===== src/rtl/word_serializer_defs.sv =====
// word_serializer_defs
//   Shared definitions for the word serializer slice: FSM state encoding
//   and default word/segment widths. Imported by word_serializer and
//   seg_select.
package word_serializer_defs;

  localparam int DEF_WIDTH = 32;
  localparam int DEF_SEG   = 8;

  typedef enum logic {
    IDLE = 1'b0,  // no word held
    SEND = 1'b1   // word held, segments pending
  } state_e;

endpackage


===== src/rtl/word_serializer_seg_select.sv =====
// seg_select
//   Combinational segment multiplexer. Picks segment number idx (in send
//   order) out of word: order=0 counts from the most-significant end,
//   order=1 from the least-significant end.
// Ports
//   word  : in,  WIDTH           held word
//   idx   : in,  clog2(NSEG)     segment position in send order
//   order : in,  1               0 = MSB first, 1 = LSB first
//   seg   : out, SEG             selected segment
module seg_select
  import word_serializer_defs::*;
#(
  parameter int WIDTH = DEF_WIDTH,
  parameter int SEG   = DEF_SEG
) (
  input  logic [WIDTH-1:0]              word,
  input  logic [$clog2(WIDTH/SEG)-1:0]  idx,
  input  logic                          order,
  output logic [SEG-1:0]                seg
);

  localparam int NSEG  = WIDTH / SEG;
  localparam int IDX_W = $clog2(NSEG);

  // AND-OR mux over all segment slots; an idx that matches no slot yields
  // zero instead of an out-of-range part-select.
  always_comb begin
    seg = {SEG{1'b0}};
    for (int i = 0; i < NSEG; i++) begin
      seg = seg | ({SEG{idx == IDX_W'(i)}} &
                   (order ? word[SEG*i +: SEG] : word[WIDTH-1-SEG*i -: SEG]));
    end
  end

endmodule


===== src/rtl/word_serializer.sv =====
// word_serializer
//   Splits a WIDTH-bit word into NSEG = WIDTH/SEG segments of SEG bits and
//   streams them out with valid/ready handshakes, MSB-first (order=0) or
//   LSB-first (order=1). A new word can be taken on the same cycle the last
//   segment of the current one is handshaken, giving zero-bubble streaming.
// Ports
//   clk       : in,  1            rising-edge clock
//   reset     : in,  1            synchronous active-high reset
//   in_data   : in,  WIDTH        word to split
//   in_valid  : in,  1            in_data offered
//   in_ready  : out, 1            word accepted this cycle (combinational)
//   order     : in,  1            0 = MSB segment first, 1 = LSB first
//   out_data  : out, SEG          current segment
//   out_valid : out, 1            out_data valid
//   out_ready : in,  1            consumer takes the segment
//   out_idx   : out, clog2(NSEG)  segment position in send order
//   out_last  : out, 1            out_idx == NSEG-1
module word_serializer
  import word_serializer_defs::*;
#(
  parameter int WIDTH = DEF_WIDTH,
  parameter int SEG   = DEF_SEG
) (
  input  logic                          clk,
  input  logic                          reset,
  input  logic [WIDTH-1:0]              in_data,
  input  logic                          in_valid,
  output logic                          in_ready,
  input  logic                          order,
  output logic [SEG-1:0]                out_data,
  output logic                          out_valid,
  input  logic                          out_ready,
  output logic [$clog2(WIDTH/SEG)-1:0]  out_idx,
  output logic                          out_last
);

  localparam int                NSEG     = WIDTH / SEG;
  localparam int                IDX_W    = $clog2(NSEG);
  localparam logic [IDX_W-1:0]  LAST_IDX = IDX_W'(NSEG - 1);

  state_e           state_r;
  state_e           state_nxt_s;
  logic [WIDTH-1:0] word_r;
  logic             order_r;
  logic [IDX_W-1:0] idx_r;
  logic             last_s;
  logic             hs_s;
  logic             accept_s;
  logic             in_ready_s;

  assign last_s   = (idx_r == LAST_IDX);
  // out_valid is exactly "state is SEND", so this is the segment handshake.
  assign hs_s     = (state_r == SEND) & out_ready;
  assign accept_s = in_valid & in_ready_s;

  // State register.
  always_ff @(posedge clk) begin
    if (reset) begin
      state_r <= IDLE;
    end else begin
      state_r <= state_nxt_s;
    end
  end

  // Next-state logic: leave SEND only after the last segment handshake
  // when no replacement word is taken on that same cycle.
  always_comb begin
    state_nxt_s = state_r;
    case (state_r)
      IDLE: begin
        if (accept_s) begin
          state_nxt_s = SEND;
        end else begin
          state_nxt_s = IDLE;
        end
      end
      SEND: begin
        if (hs_s & last_s & ~accept_s) begin
          state_nxt_s = IDLE;
        end else begin
          state_nxt_s = SEND;
        end
      end
      default: state_nxt_s = IDLE;
    endcase
  end

  // Output logic: in_ready is held low while reset is high so nothing is
  // latched on a reset cycle.
  always_comb begin
    in_ready_s = 1'b0;
    case (state_r)
      IDLE:    in_ready_s = ~reset;
      SEND:    in_ready_s = ~reset & out_ready & last_s;
      default: in_ready_s = 1'b0;
    endcase
  end

  // Word/order/index datapath registers.
  always_ff @(posedge clk) begin
    if (reset) begin
      word_r  <= {WIDTH{1'b0}};
      order_r <= 1'b0;
      idx_r   <= {IDX_W{1'b0}};
    end else if (accept_s) begin
      word_r  <= in_data;
      order_r <= order;
      idx_r   <= {IDX_W{1'b0}};
    end else if (hs_s) begin
      // Wrap to 0 after the last segment so IDLE reports index 0.
      if (last_s) begin
        idx_r <= {IDX_W{1'b0}};
      end else begin
        idx_r <= idx_r + IDX_W'(1);
      end
    end else begin
      idx_r <= idx_r;
    end
  end

  seg_select #(
    .WIDTH (WIDTH),
    .SEG   (SEG)
  ) u_seg_select (
    .word  (word_r),
    .idx   (idx_r),
    .order (order_r),
    .seg   (out_data)
  );

  assign in_ready  = in_ready_s;
  assign out_valid = (state_r == SEND);
  assign out_idx   = idx_r;
  assign out_last  = last_s;

endmodule


===== config.mk =====
export PLATFORM = sky130hd
export DESIGN_NAME = word_serializer
export DESIGN_NICKNAME = d
export VERILOG_FILES = /design/src/rtl/word_serializer_defs.sv /design/src/rtl/word_serializer_seg_select.sv /design/src/rtl/word_serializer.sv
export SDC_FILE = /design/constraint.sdc
export NUM_CORES = 1
export LEC_CHECK = 0
export ABC_AREA = 1
export ABC_CLOCK_PERIOD_IN_PS = 1530
export BUFFER_PORTS_ARGS = -buffer_cell sky130_fd_sc_hd__buf_4
export CAP_MARGIN = 10
export CORE_MARGIN = 2
export CORE_UTILIZATION = 51
export CTS_BUF_LIST = sky130_fd_sc_hd__clkbuf_8
export CTS_CLUSTER_SIZE = 16
export DETAILED_ROUTE_END_ITERATION = 8
export GPL_TIMING_DRIVEN = 0
export PLACE_DENSITY = 0.88
export SLEW_MARGIN = 20
export SYNTH_ARGS = -nofsm -noshare
export SYNTH_HDL_FRONTEND = slang
export SYNTH_SLANG_ARGS = --single-unit
export TNS_END_PERCENT = 100

===== constraint.sdc =====
create_clock -name clk -period 1.53 [get_ports clk]
set_clock_uncertainty 0.1 [all_clocks]
set_input_delay 0.2295 -clock clk [delete_from_list [all_inputs] [get_ports clk]]
set_output_delay 0.2295 -clock clk [all_outputs]
set_load 0.05 [all_outputs]

==> results.yml <==
final_layout:
  drive_gt1_share_pct: 42.40
  area_delta_synth_final_pct: 56.42
  area.sequential_sq_um: 728.2
  most-common-layout-cells: "nand2_1 (129), nand3_2 (47), inv_1 (46)"
  layout_commonest_cell: "nand2_1"
  fin_nets: 481
  post-route-util_pct: 81.67
  n_antenna_cell: 0
  multiInputGateArea_sq_um: 1535
  fillers: 271
sta:
  hold_viol: 0
  setup_ws_ns: -0.5043
  setup_violations: 43
  fmax_mhz: 491.6
  rsz0062_at_grt: "yes"
  max-slew-margin-rel_pct: 55.76
  fin_crit_sh_pct: 133.0
  fin_crit_ns: 2.034
  maxSlewViolCount: 0
  tightest_slew_ns: 0.6636
yosys:
  ys_types: 20
  yosys_warnings: 0
  syn_inst: 368
  synth_area_sq_um: 2242
  synth-seq-area-share_pct: 32.14
  ys_ff_latch: 36
  synthesis.nets: 409
  avgSynthCellArea_sq_um: 6.093
setup_path:
  crit_required_ns: 1.20
  r2r_setup_slack_ns: -0.23
  worstReg2RegStart: "out_idx[1]$_SDFFE_PP0N_"
  path_max_fanout: 8
  crit_path_start_kind: "register"
  r2r_end: "word_r[6]$_SDFFE_PP0P_"
  crit_end: "out_data[5]"
  path_class: "reg -> out"
  crit_start: "out_idx[1]$_SDFFE_PP0N_"
  cp.arrival_ns: 1.70
  cp-end-kind: "output port"
  reg2reg_depth: 10
routing:
  ant_nets: 0
  vias_per_cell: 5.702
  drtIter0Drc: 313
  wl_microns: 8324
  drt-pass1-iter-count: 5
  drt-wirelength-per-cell_microns: 16.88
  post-route-drc-count: 0
  vias: 2811
die:
  die_area_sq_um: 4943
  ios: 50
  placementRows: 24
  die_w_microns: 70.31
  coreArea_sq_um: 4294
  start_util_pct: 52.21
  die_y_microns: 70.31
global_routing:
  grt-ovfl-total: 0
  antenna_found_initial: 0
  grtUsageTotal_pct: 26.41
  grt_pass1_wl_microns: 10360
  grt_max_degree: 11
  grt_pass1_vias: 2281
power:
  power.leakage_nw: 1.773
  total_power_mw: 2.642
  p_clk_share_pct: 26.6
  p_comb_share_pct: 32.5
  swShare_pct: 34.66
  pwr_density_cell_nw_per_um2: 753.4
  p_seq_share_pct: 40.8
  irDropWorstVdd_uv: 770.9
  intPower_mw: 1.726
  p_switching_mw: 0.9158
placed_design:
  hpwl_microns: 4313
  gp_congestion: 0.9271
  dp_slack_ns: -0.2585
  io_buffers: 48
cts:
  clock_sinks: 36
  cts_tree: "built"
  cts_buffers: 5
  path_clk_slew_ns: 0.07
  cts.htree.levels: 2
  cts-root-buf: "clkbuf_8"
  cts_buffer_depth: 2
  worstSkewPairLatency_ns: 0.30
  ctsHoldBuffers: 0
job:
  maxCapViolations: 0
run_status:
  violations: "setup timing"
  status: "complete, but fails checks"
min_path:
  hold_path.class: "in -> reg"
[what timing repair did]
item                                    CTS  global route
setup buffers                             8             8
resized for setup                        42            49
cloned                                    1             5
pin swaps                                19            29
endpoints found under the setup margin   31            37
[flip-flops by register name, indices dropped and copies added (netlist names)]
register   flops
order_r        1
out_valid      1
word_r        32
out_idx        2
[final cells by class]
class                   count  area share (%)
flip-flops and latches     36           20.76
clock inverters             2          0.2141
repair buffers             68           19.16
multi-input cells         254           43.77
plain buffers              20           5.851
inverters                  55           6.029
well taps                  52           1.855
clock buffers               6           2.355
[cells in the mapped netlist]
library cell  count  share of area [%]
nand2_1         157                 26
nand3_1          77                 17
inv_1            54                9.0
dfxtp_1          36                 32
buf_2            11                2.5
buf_6             7                3.5
nand3_2           5                2.2
ha_1              4                2.2
nor2_1            4               0.67
buf_1             2               0.33
buf_4             2               0.67
a21oi_1           1               0.22
a21oi_4           1               0.73
clkbuf_1          1               0.17
clkbuf_2          1               0.22
inv_2             1               0.17
nand2_4           1               0.50
nand3_4           1               0.78
nor3_1            1               0.22
o21ai_0           1               0.22
[critical path: stages, from the launching register on]
cell     delay [ns]
dfxtp_4        0.38
inv_1          0.17
ha_4           0.24
nand3_1        0.17
nand2_1        0.14
inv_1          0.09
nand2_4        0.08
buf_8          0.14
[per-stage QoR]
stage,cells,hold WS (ns),instance area (sq um),setup TNS [ns]
finish,493,0.03210,3507,-9.057
CTS,481,0.03069,3189,-2.720
detailed placement,468,0.3384,2917,-2.531
floorplan,368,0.1986,2491,-4.188
global route,493,0.03607,3507,-11.07
global placement,468,0.3312,2917,-1.996
[layer usage]
metal | global-route usage [%] | wire length, microns | up-vias
met5 | 0 | 0 | -
met4 | 8.547 | 506 | 0
met3 | 5.051 | 797 | 58
met2 | 46.65 | 4081 | 199
met1 | 31.97 | 2938 | 1283
li1 | - | - | 1271
[power groups by stage]
stage | Sequential [mW] | Combinational, mW | Clock (mW)
final | 1.08 | 0.860 | 0.703
after global routing | 1.08 | 0.905 | 0.717
after CTS | 1.06 | 0.741 | 0.683
after detailed placement | 1.08 | 0.658 | 0
after global placement | 1.08 | 0.642 | 0
after floorplan | 1.07 | 0.447 | 0
[how the worst min path moves through the flow]
stage | from | endpoint | cells past startpoint
finish | reset | out_valid$_SDFF_PP0_ | 2
global route | reset | out_valid$_SDFF_PP0_ | 2
CTS | reset | out_valid$_SDFF_PP0_ | 2
detailed placement | reset | out_valid$_SDFF_PP0_ | 2
global placement | reset | out_valid$_SDFF_PP0_ | 2
floorplan | reset | out_valid$_SDFF_PP0_ | 1
[logic make-up (layout without fill, tap and decap cells)]
| family | Yosys count | in the layout | share of synthesized area [%] |
|---|---|---|---|
| AND/OR/NAND/NOR | 246 | 247 | 47.88 |
| adder cells (fa/ha/maj) | 4 | 4 | 2.232 |
| flip-flops | 36 | 36 | 32.14 |
| buffers and inverters | 79 | 151 | 16.57 |
| AO/OA/AOI/OAI | 3 | 3 | 1.172 |
Note: power is estimated with default switching activity, not from simulation.
